<file path="src/rtl/oht_pkg.sv">
// Shared types and constants for the OHT SRAM controller.
// Holds the controller state enum and curr_state field positions.
package oht_pkg;

  localparam int OHT_W = 32;
  localparam int SEL_W = 6;

  localparam int OSEL_LSB = 0;
  localparam int OSEL_MSB = 5;
  localparam int ISEL_LSB = 6;
  localparam int ISEL_MSB = 11;

  typedef enum logic [1:0] {
    IDLE    = 2'd0,
    RUN     = 2'd1,
    RD_DATA = 2'd2
  } oht_state_e;

endpackage

</file>
<file path="src/rtl/oht_sram_ptr.sv">
// Circular FIFO pointers for the OHT SRAM controller.
// Write/read pointers wrap naturally at 2**ADDR_W; count drives full/empty.
module oht_sram_ptr #(
  parameter int ADDR_W = 6
) (
  input  logic              clk,
  input  logic              rst_n,
  input  logic              inc_wr,
  input  logic              inc_rd,
  output logic [ADDR_W-1:0] wr_ptr,
  output logic [ADDR_W-1:0] rd_ptr,
  output logic [ADDR_W:0]   count,
  output logic              full,
  output logic              empty
);

  localparam logic [ADDR_W-1:0] PTR_ONE = 1;
  localparam logic [ADDR_W:0]   CNT_ONE = 1;
  localparam logic [ADDR_W:0]   DEPTH   = {1'b1, {ADDR_W{1'b0}}};

  always_ff @(posedge clk) begin
    if (!rst_n) begin
      wr_ptr <= '0;
      rd_ptr <= '0;
      count  <= '0;
    end else begin
      if (inc_wr)
        wr_ptr <= wr_ptr + PTR_ONE;
      if (inc_rd)
        rd_ptr <= rd_ptr + PTR_ONE;
      unique case ({inc_wr, inc_rd})
        2'b10:   count <= count + CNT_ONE;
        2'b01:   count <= count - CNT_ONE;
        default: count <= count;
      endcase
    end
  end

  assign full  = (count == DEPTH);
  assign empty = (count == '0);

endmodule

</file>
<file path="src/rtl/oht_sram_ctrl.sv">
// Single-port SRAM FIFO controller for one entropy path.
// Mux debug/select outputs are registered only when OHT_SRAM_DBG_EN is defined.
module oht_sram_ctrl
  import oht_pkg::*;
#(
  parameter int ADDR_W = 6,
  parameter int DATA_W = OHT_W
) (
  input  logic              clk,
  input  logic              rst_n,
  input  logic              enable,
  input  logic              oht_valid,
  output logic              sram_we,
  output logic              sram_re,
  output logic [ADDR_W-1:0] sram_addr,
  input  logic [DATA_W-1:0] sram_rdata,
  input  logic              rd_req,
  output logic              rd_valid,
  output logic [DATA_W-1:0] rd_data,
  output logic              full,
  output logic              empty,
  output logic              overflow,
  input  logic              dbg_req,
  input  logic [23:0]       curr_state,
  output logic              debug,
  output logic [SEL_W-1:0]  output_select,
  output logic [SEL_W-1:0]  input_select
);

  oht_state_e state_q;
  oht_state_e state_d;

  logic [ADDR_W-1:0] wr_ptr;
  logic [ADDR_W-1:0] rd_ptr;
  logic [ADDR_W:0]   count;

  logic active;
  logic wr_go;
  logic rd_go;
  logic ovf_set;

  assign active  = (state_q != IDLE) & enable;
  assign wr_go   = active & oht_valid & ~full;
  assign ovf_set = active & oht_valid & full;

  // rd_valid marks the request as served; the conditioner drops rd_req after it
  assign rd_go = (state_q == RUN) & enable & rd_req & ~empty
               & ~rd_valid & ~(oht_valid & ~full);

  oht_sram_ptr #(
    .ADDR_W (ADDR_W)
  ) u_ptr (
    .clk    (clk),
    .rst_n  (rst_n),
    .inc_wr (wr_go),
    .inc_rd (rd_go),
    .wr_ptr (wr_ptr),
    .rd_ptr (rd_ptr),
    .count  (count),
    .full   (full),
    .empty  (empty)
  );

  always_ff @(posedge clk) begin
    if (!rst_n)
      state_q <= IDLE;
    else
      state_q <= state_d;
  end

  always_comb begin
    state_d = state_q;
    unique case (state_q)
      IDLE:    if (enable) state_d = RUN;
      RUN: begin
        if (!enable)
          state_d = IDLE;
        else if (rd_go)
          state_d = RD_DATA;
      end
      RD_DATA: state_d = enable ? RUN : IDLE;
      default: state_d = IDLE;
    endcase
  end

  assign sram_we = wr_go;
  assign sram_re = rd_go;

  always_comb begin
    sram_addr = '0;
    unique case (1'b1)
      wr_go:   sram_addr = wr_ptr;
      rd_go:   sram_addr = rd_ptr;
      default: sram_addr = '0;
    endcase
  end

  always_ff @(posedge clk) begin
    if (!rst_n) begin
      rd_valid <= 1'b0;
      rd_data  <= '0;
      overflow <= 1'b0;
    end else begin
      rd_valid <= (state_q == RD_DATA);
      if (state_q == RD_DATA)
        rd_data <= sram_rdata;
      if (ovf_set)
        overflow <= 1'b1;
    end
  end

`ifdef OHT_SRAM_DBG_EN
  logic unused_cs_hi;
  assign unused_cs_hi = ^curr_state[23:ISEL_MSB+1];

  always_ff @(posedge clk) begin
    if (!rst_n) begin
      debug         <= 1'b0;
      output_select <= '0;
      input_select  <= '0;
    end else begin
      debug         <= dbg_req;
      output_select <= curr_state[OSEL_MSB:OSEL_LSB];
      input_select  <= curr_state[ISEL_MSB:ISEL_LSB];
    end
  end
`else
  logic unused_dbg_in;
  assign unused_dbg_in = ^{dbg_req, curr_state};

  assign debug         = 1'b0;
  assign output_select = '0;
  assign input_select  = '0;
`endif

endmodule
</file>
<file path="config.mk">
export PLATFORM = sky130hd
export DESIGN_NAME = oht_sram_ctrl
export DESIGN_NICKNAME = d
export VERILOG_FILES = /design/src/rtl/oht_pkg.sv /design/src/rtl/oht_sram_ptr.sv /design/src/rtl/oht_sram_ctrl.sv
export SDC_FILE = /design/constraint.sdc
export NUM_CORES = 1
export LEC_CHECK = 0
export ABC_AREA = 1
export CORE_MARGIN = 2
export CORE_UTILIZATION = 45
export DETAILED_ROUTE_END_ITERATION = 12
export PLACE_DENSITY = 0.85
export SYNTH_ARGS = -nofsm -noshare
export SYNTH_HDL_FRONTEND = slang
export SYNTH_SLANG_ARGS = --single-unit
</file>
<file path="constraint.sdc">
create_clock -name clk -period 4.1 [get_ports clk]
set_input_delay 1.23 -clock clk [delete_from_list [all_inputs] [get_ports clk]]
set_output_delay 1.23 -clock clk [all_outputs]
set_load 0.005 [all_outputs]
</file>
==> flow_metrics.tcl, run 1 <==
set metrics [dict create \
    status "finished, final reports clean" \
    tightest_slew_ns 0.936 \
    clk_pin_slew_ns 0.10 \
    drc 0 \
    final.setup_skew_ns 0.00400 \
    antenna_found_initial 0 \
    power_leakage_nw 1.64 \
    cts.path.max_buffers 2 \
    die_area_sq_um 6550 \
    post_synth.cell_area_avg_sq_um 6.97 \
    layout_common_cells "88 x nor2_1, 73 x clkdlybuf4s50_1, 72 x nand2_1, 55 x dfxtp_1, 44 x o21ai_0" \
    rows 28 \
    setup.worst_path.end_class "output pin" \
    overflow 0 \
    max_freq_mhz 248 \
    totalWireLength_um 6700 \
    required_ns 2.87 \
    ys_seq_area_share_pct 41.3 \
    rr_endpoint "u_ptr.count[4]" \
    vdd_drop_max_mv 0.161 \
    final_max_slew_viol_count 0 \
    worst_hold_startpoint "state_q[0]" \
    drt_iter0_drc 154 \
    yosys.area.top_type "dfxtp_1" \
    arrival_ns 2.81 \
    holdBufCountCts 0 \
    slew_headroom_pct 37.6 \
    rr_worst_depth 20 \
    synth.area.top_cells "dfxtp_1 41%, nor2_1 13%, nand2_1 10%" \
    max_cap_violations 0 \
    powerDensity_nw_per_um2 267 \
    ctsRootBufferMaster "clkbuf_8" \
    r2r_start "u_ptr.count[0]" \
    grt_pass1_vias 2549 \
    dpl.hpwl_um 4810 \
    drive_gt1_share_pct 8.94 \
    die_w_um 80.9 \
    io_buffer_count 80 \
    vias 2706 \
    dieHeight_um 80.9 \
    drt_pass1_iterations 4 \
    finalSetupTns_ns 0 \
    setup_violations 0 \
    initial_utilization_pct 45.8 \
    insertedDiodeCount 0 \
    r2r_slack_ns 1.30 \
    syn_area_sq_um 2660 \
    cts_tree "yes" \
    gp_congestion 0.870 \
    drt-wirelength-per-cell_um 12.3 \
    ys_warn_count 0 \
    hp-class "reg -> reg" \
    path_max_fanout 8 \
    holdPathStages 1 \
    ys_seq_elements 55 \
    crit_type "in -> out" \
    cts_made_buffers 5 \
    finalHoldViolCount 0 \
    startpoint_type "input pin" \
    drtAntennaViolNets 0 \
    grt_pass1_wl_um 11100 \
    hold_end "state_q[0]" \
    postSynthCellCount 382 \
    finalCritPeriodShare_pct 98.5 \
    grt_max_degree 43 \
    final_common_cell "nor2_1" \
    synth_top_area_share_pct 41.3 \
    synthToLayoutAreaGrowth_pct 38.3 \
    insertion_delay_ns 0.31 \
    viasPerCell 4.97 \
    synth_cell_type_count 29 \
    period_needed_ns 4.04 \
    grt_usage_pct 21.3 \
    final_util_pct 63.3 \
    clock_sinks 55 \
    fp.coreArea_sq_um 5820 \
    io_pins 119 \
    final_net_count 537 \
    cts_htree_levels 2 \
]
## area by class of cell
class                   count  area [sq um]
well taps                  75          93.8
clock inverters             2          16.3
flip-flops and latches     55          1100
fillers                   491          2130
clock buffers               6          82.6
multi-input cells         284          1360
repair buffers             96           921
inverters                  27           109
## stage by stage
stage	std cells	worst slack (ns)	hold WS, ns	total power, mW	area [sq um]
after CTS	544	-0.0655	0.497	0.990	3640
after global placement	537	-0.311	0.461	0.670	3550
after floorplan	394	0.718	0.445	0.620	2710
after global routing	545	-0.00541	0.508	1.03	3680
final	545	0.0600	0.500	0.984	3680
after detailed placement	537	-0.339	0.475	0.673	3550
## sequential cells by signal, summed over array words and instances (netlist names)
name          cells
overflow          1
u_ptr.wr_ptr      6
rd_data          32
rd_valid          1
u_ptr.count       7
state_q           2
u_ptr.rd_ptr      6
## power by group
part	leakage, nW	internal (mW)	switching (mW)	total (mW)
combinational	1.15	0.0603	0.0549	0.115
clock	0.0474	0.138	0.182	0.321
sequential	0.444	0.542	0.00664	0.548
total	1.64	0.740	0.244	0.984
## cells by family after synthesis
group	Yosys count	share of synthesized area (%)
AO/OA/AOI/OAI	70	13.7
XOR/XNOR	9	2.96
adder cells (fa/ha/maj)	6	2.82
other	1	0.141
flip-flops	55	41.3
buffers and inverters	55	10.4
AND/OR/NAND/NOR	186	28.6
## timing repair
item,in CTS,in global routing
setup endpoints to repair,8,6
gates resized for setup,10,8
buffers inserted,0,1
endpoints found under the hold margin,0,0
pin swaps,2,2
## routing by layer
layer / wire (um) / part of all wire [%] / GRT usage (%)
met1: 2820 / 42 / 25.6
met2: 3240 / 48 / 36.2
met3: 539 / 8.0 / 7.33
met4: 104 / 1.6 / 5.59
met5: 0 / 0 / 0
## Yosys cell counts
library cell	n
nor3_2	1
xor2_1	7
nand2_1	72
and3_1	1
buf_6	1
dfxtp_1	55
nor3_1	3
a21boi_0	1
inv_4	1
o21ba_2	1
o21ai_2	2
xnor2_1	2
o21ai_0	44
buf_4	13
nand3_1	12
buf_8	1
nor2_2	3
nand2_4	1
ha_1	6
a21oi_1	22
nand3b_1	1
buf_2	1
nand4_4	1
nor2_1	91
inv_2	4
inv_1	22
conb_1	1
buf_1	1
clkbuf_1	11
## critical path, cell delays in order
cell and delay, ns:
clkdlybuf4s50_1 0.48, nand2_1 0.07, nor2_2 0.15, nand2_4 0.08, buf_6 0.14, inv_6 0.07, buf_4 0.10, clkdlybuf4s50_1 0.49
## worst max path at each step
stage / to / slack [ns] / startpoint
6_report: sram_re / 0.06 / rd_req
2_1_floorplan: sram_addr[0] / 0.72 / enable
4_1_cts: sram_addr[0] / -0.07 / oht_valid
3_5_place_dp: sram_addr[0] / -0.34 / enable
5_1_grt: sram_we / -0.005 / oht_valid
3_3_place_gp: sram_addr[0] / -0.31 / enable
Note: power is estimated with default switching activity, not from simulation.
==> run 2: changes to the inputs <==
--- a/config.mk
+++ b/config.mk
@@ -5,11 +5,10 @@
 export SDC_FILE = /design/constraint.sdc
 export NUM_CORES = 1
 export LEC_CHECK = 0
-export ABC_AREA = 1
 export CORE_MARGIN = 2
-export CORE_UTILIZATION = 45
+export CORE_UTILIZATION = 50
 export DETAILED_ROUTE_END_ITERATION = 12
-export PLACE_DENSITY = 0.85
+export DONT_BUFFER_PORTS = 1
 export SYNTH_ARGS = -nofsm -noshare
 export SYNTH_HDL_FRONTEND = slang
 export SYNTH_SLANG_ARGS = --single-unit
==> run 2 against run 1 <==
Setup slack better by 0.46 ns; non-clock buffer count fell by 90; cell count shrank 30%; highest routed layer unchanged; total power is 9.5% lower; fmax grew 13%; final area down 27%; largest cell class unchanged.
==> flow_metrics.tcl, run 2 <==
set metrics [dict create \
    slew_headroom_pct 22.8 \
    startpoint "rd_req" \
    path_max_fanout 6 \
    syn_area_sq_um 2620 \
    finalCritPeriodShare_pct 87.3 \
    drt_iter0_drc 84 \
    postSynthCellCount 322 \
    totalWireLength_um 5080 \
    grt_pass1_vias 1757 \
    max_cap_violations 0 \
    layout_common_cells "76 x nand2_1, 55 x dfxtp_1, 38 x a21oi_1, 24 x nor2_1, 13 x conb_1" \
    pwr-share-comb_pct 2.8 \
    clk_pin_slew_ns 0.10 \
    p_sw_mw 0.205 \
    finalHoldViolCount 0 \
    r2r_start "u_ptr.count[2]" \
    tightest_slew_ns 1.15 \
    cts.path.max_buffers 2 \
    vdd_drop_max_mv 0.231 \
    largest_reg_flops 32 \
    synth_cell_type_count 47 \
    insertedDiodeCount 0 \
    setup.worst_path.end_class "output pin" \
    cts_htree_levels 2 \
    r2r_slack_ns 0.96 \
    viasPerCell 5.21 \
    switching_share_pct 23.1 \
    vias 1999 \
    ctsRootBufferMaster "clkbuf_8" \
    synthToLayoutAreaGrowth_pct 2.00 \
    drive_gt1_share_pct 7.64 \
    antenna_found_initial 0 \
    cts_setup_buffers 0 \
    final_max_slew_viol_count 0 \
    internal_power_mw 0.685 \
    clkPwrFrac_pct 36.8 \
    required_ns 2.87 \
    drt_pass1_iterations 4 \
    top_register "rd_data" \
    rows 26 \
    power_leakage_nw 0.948 \
    yosys.area.top_type "dfxtp_1" \
    ctsResizeCount 0 \
    period_needed_ns 3.58 \
    synthTopCellsByCount "76 x nand2_1, 55 x dfxtp_1, 38 x a21oi_1" \
    final_net_count 381 \
    die_w_um 76.4 \
    grt_max_degree 41 \
    ys_seq_elements 55 \
    nFillCells 507 \
    insertion_delay_ns 0.31 \
    holdBufCountCts 0 \
    arrival_ns 2.35 \
    seq_power_share_pct 60.4 \
    drtAntennaViolNets 0 \
    yosysMostFrequentCell "nand2_1" \
    final.setup_skew_ns 0.00873 \
    crit_type "in -> out" \
    drc 0 \
    dieHeight_um 76.4 \
    final_common_cell "nand2_1" \
    cts_made_buffers 5 \
    finalSetupTns_ns 0 \
    synth.area.top_cells "dfxtp_1 42%, nand2_1 11%, a21oi_1 7.2%" \
    reg_top3 "rd_data (32), u_ptr.count (7)" \
    hp-class "reg -> reg" \
    rsz0062_at_grt "no" \
    status "finished, final reports clean" \
    final_util_pct 52.7 \
    clock_sinks 55 \
    io_buffer_count 0 \
    crit_end "sram_addr[3]" \
    drt-wirelength-per-cell_um 13.2 \
    powerDensity_nw_per_um2 333 \
    ys_warn_count 0 \
    fp.coreArea_sq_um 5070 \
    rr_endpoint "u_ptr.count[6]" \
    synth_edf_count 0 \
    initial_utilization_pct 51.7 \
    startpoint_type "input pin" \
    cts_tree "yes" \
    dpl.hpwl_um 3500 \
    overflow 0 \
    rr_worst_depth 11 \
    gp_congestion 0.720 \
    grt_pass1_wl_um 8180 \
    post_synth.cell_area_avg_sq_um 8.15 \
    max_freq_mhz 279 \
    io_pins 119 \
    synth_top_area_share_pct 42.0 \
    grt_usage_pct 17.2 \
    setup_violations 0 \
    synth_ff_type "dfxtp_1" \
    ys_seq_area_share_pct 42.0 \
    die_area_sq_um 5840 \
    async_flop_share_pct 0 \
]
[run 2: how the worst min path moves through the flow]
stage	cells past startpoint	start	to	slack, ns
final	2	rd_data[6]	rd_data[6]	0.48
after global routing	2	rd_data[20]	rd_data[20]	0.50
after CTS	2	rd_data[26]	rd_data[26]	0.48
after detailed placement	2	rd_data[12]	rd_data[12]	0.47
after global placement	2	rd_data[4]	rd_data[4]	0.46
after floorplan	2	rd_data[25]	rd_data[25]	0.45
[run 2: layer usage]
metal,track usage (%),wire length (um),vias to the layer above
li1,-,-,1034
met5,0,0,-
met1,22.3,2380,899
met3,5.92,390,8
met4,7.09,91,0
met2,26.0,2220,58
[run 2: area by class of cell]
class	instances	area, sq um	share of cell area, %
inverters	6	22.5	0.842
well taps	70	87.6	3.27
multi-input cells	239	1320	49.2
clock buffers	6	82.6	3.09
flip-flops and latches	55	1100	41.1
repair buffers	6	45.0	1.68
clock inverters	2	20.0	0.748
[run 2: stage by stage]
step,instances,total power [mW],hold slack [ns],worst slack [ns],cell area [sq um]
global route,384,0.925,0.502,0.400,2680
finish,384,0.890,0.480,0.520,2680
detailed placement,376,0.575,0.468,0.477,2570
CTS,384,0.904,0.484,0.513,2680
floorplan,334,0.583,0.450,0.179,2670
global placement,376,0.575,0.464,0.496,2570
[run 2: power by group through the flow]
stage	registers (mW)	logic, mW	clock network, mW
detailed placement	0.550	0.0251	0
global route	0.538	0.0283	0.358
floorplan	0.549	0.0331	0
CTS	0.538	0.0253	0.341
finish	0.538	0.0251	0.327
global placement	0.550	0.0251	0
[run 2: kinds of logic after synthesis]
group,share of synthesized area (%)
AOI/OAI and AO/OA,13.5
xor gates and xnor gates,4.01
adders and majority gates,2.86
buffers and inverters,9.63
DFF,42.0
muxes,2.67
other,0.143
and+or+nand+nor,25.2
[run 2: critical path, cell delays in order]
cell and delay (ns):
nand4b_1 0.13, nor3_2 0.31, buf_4 0.20, inv_2 0.05, ha_1 0.26, nor2_1 0.17
==> run 3: changes to the inputs <==
--- a/config.mk
+++ b/config.mk
@@ -5,6 +5,7 @@
 export SDC_FILE = /design/constraint.sdc
 export NUM_CORES = 1
 export LEC_CHECK = 0
+export ABC_CLOCK_PERIOD_IN_PS = 4100
 export CORE_MARGIN = 2
 export CORE_UTILIZATION = 50
 export DETAILED_ROUTE_END_ITERATION = 12
==> results of run 3 <==
No change in the layout: final DEF, timing and power equal those of run 2.
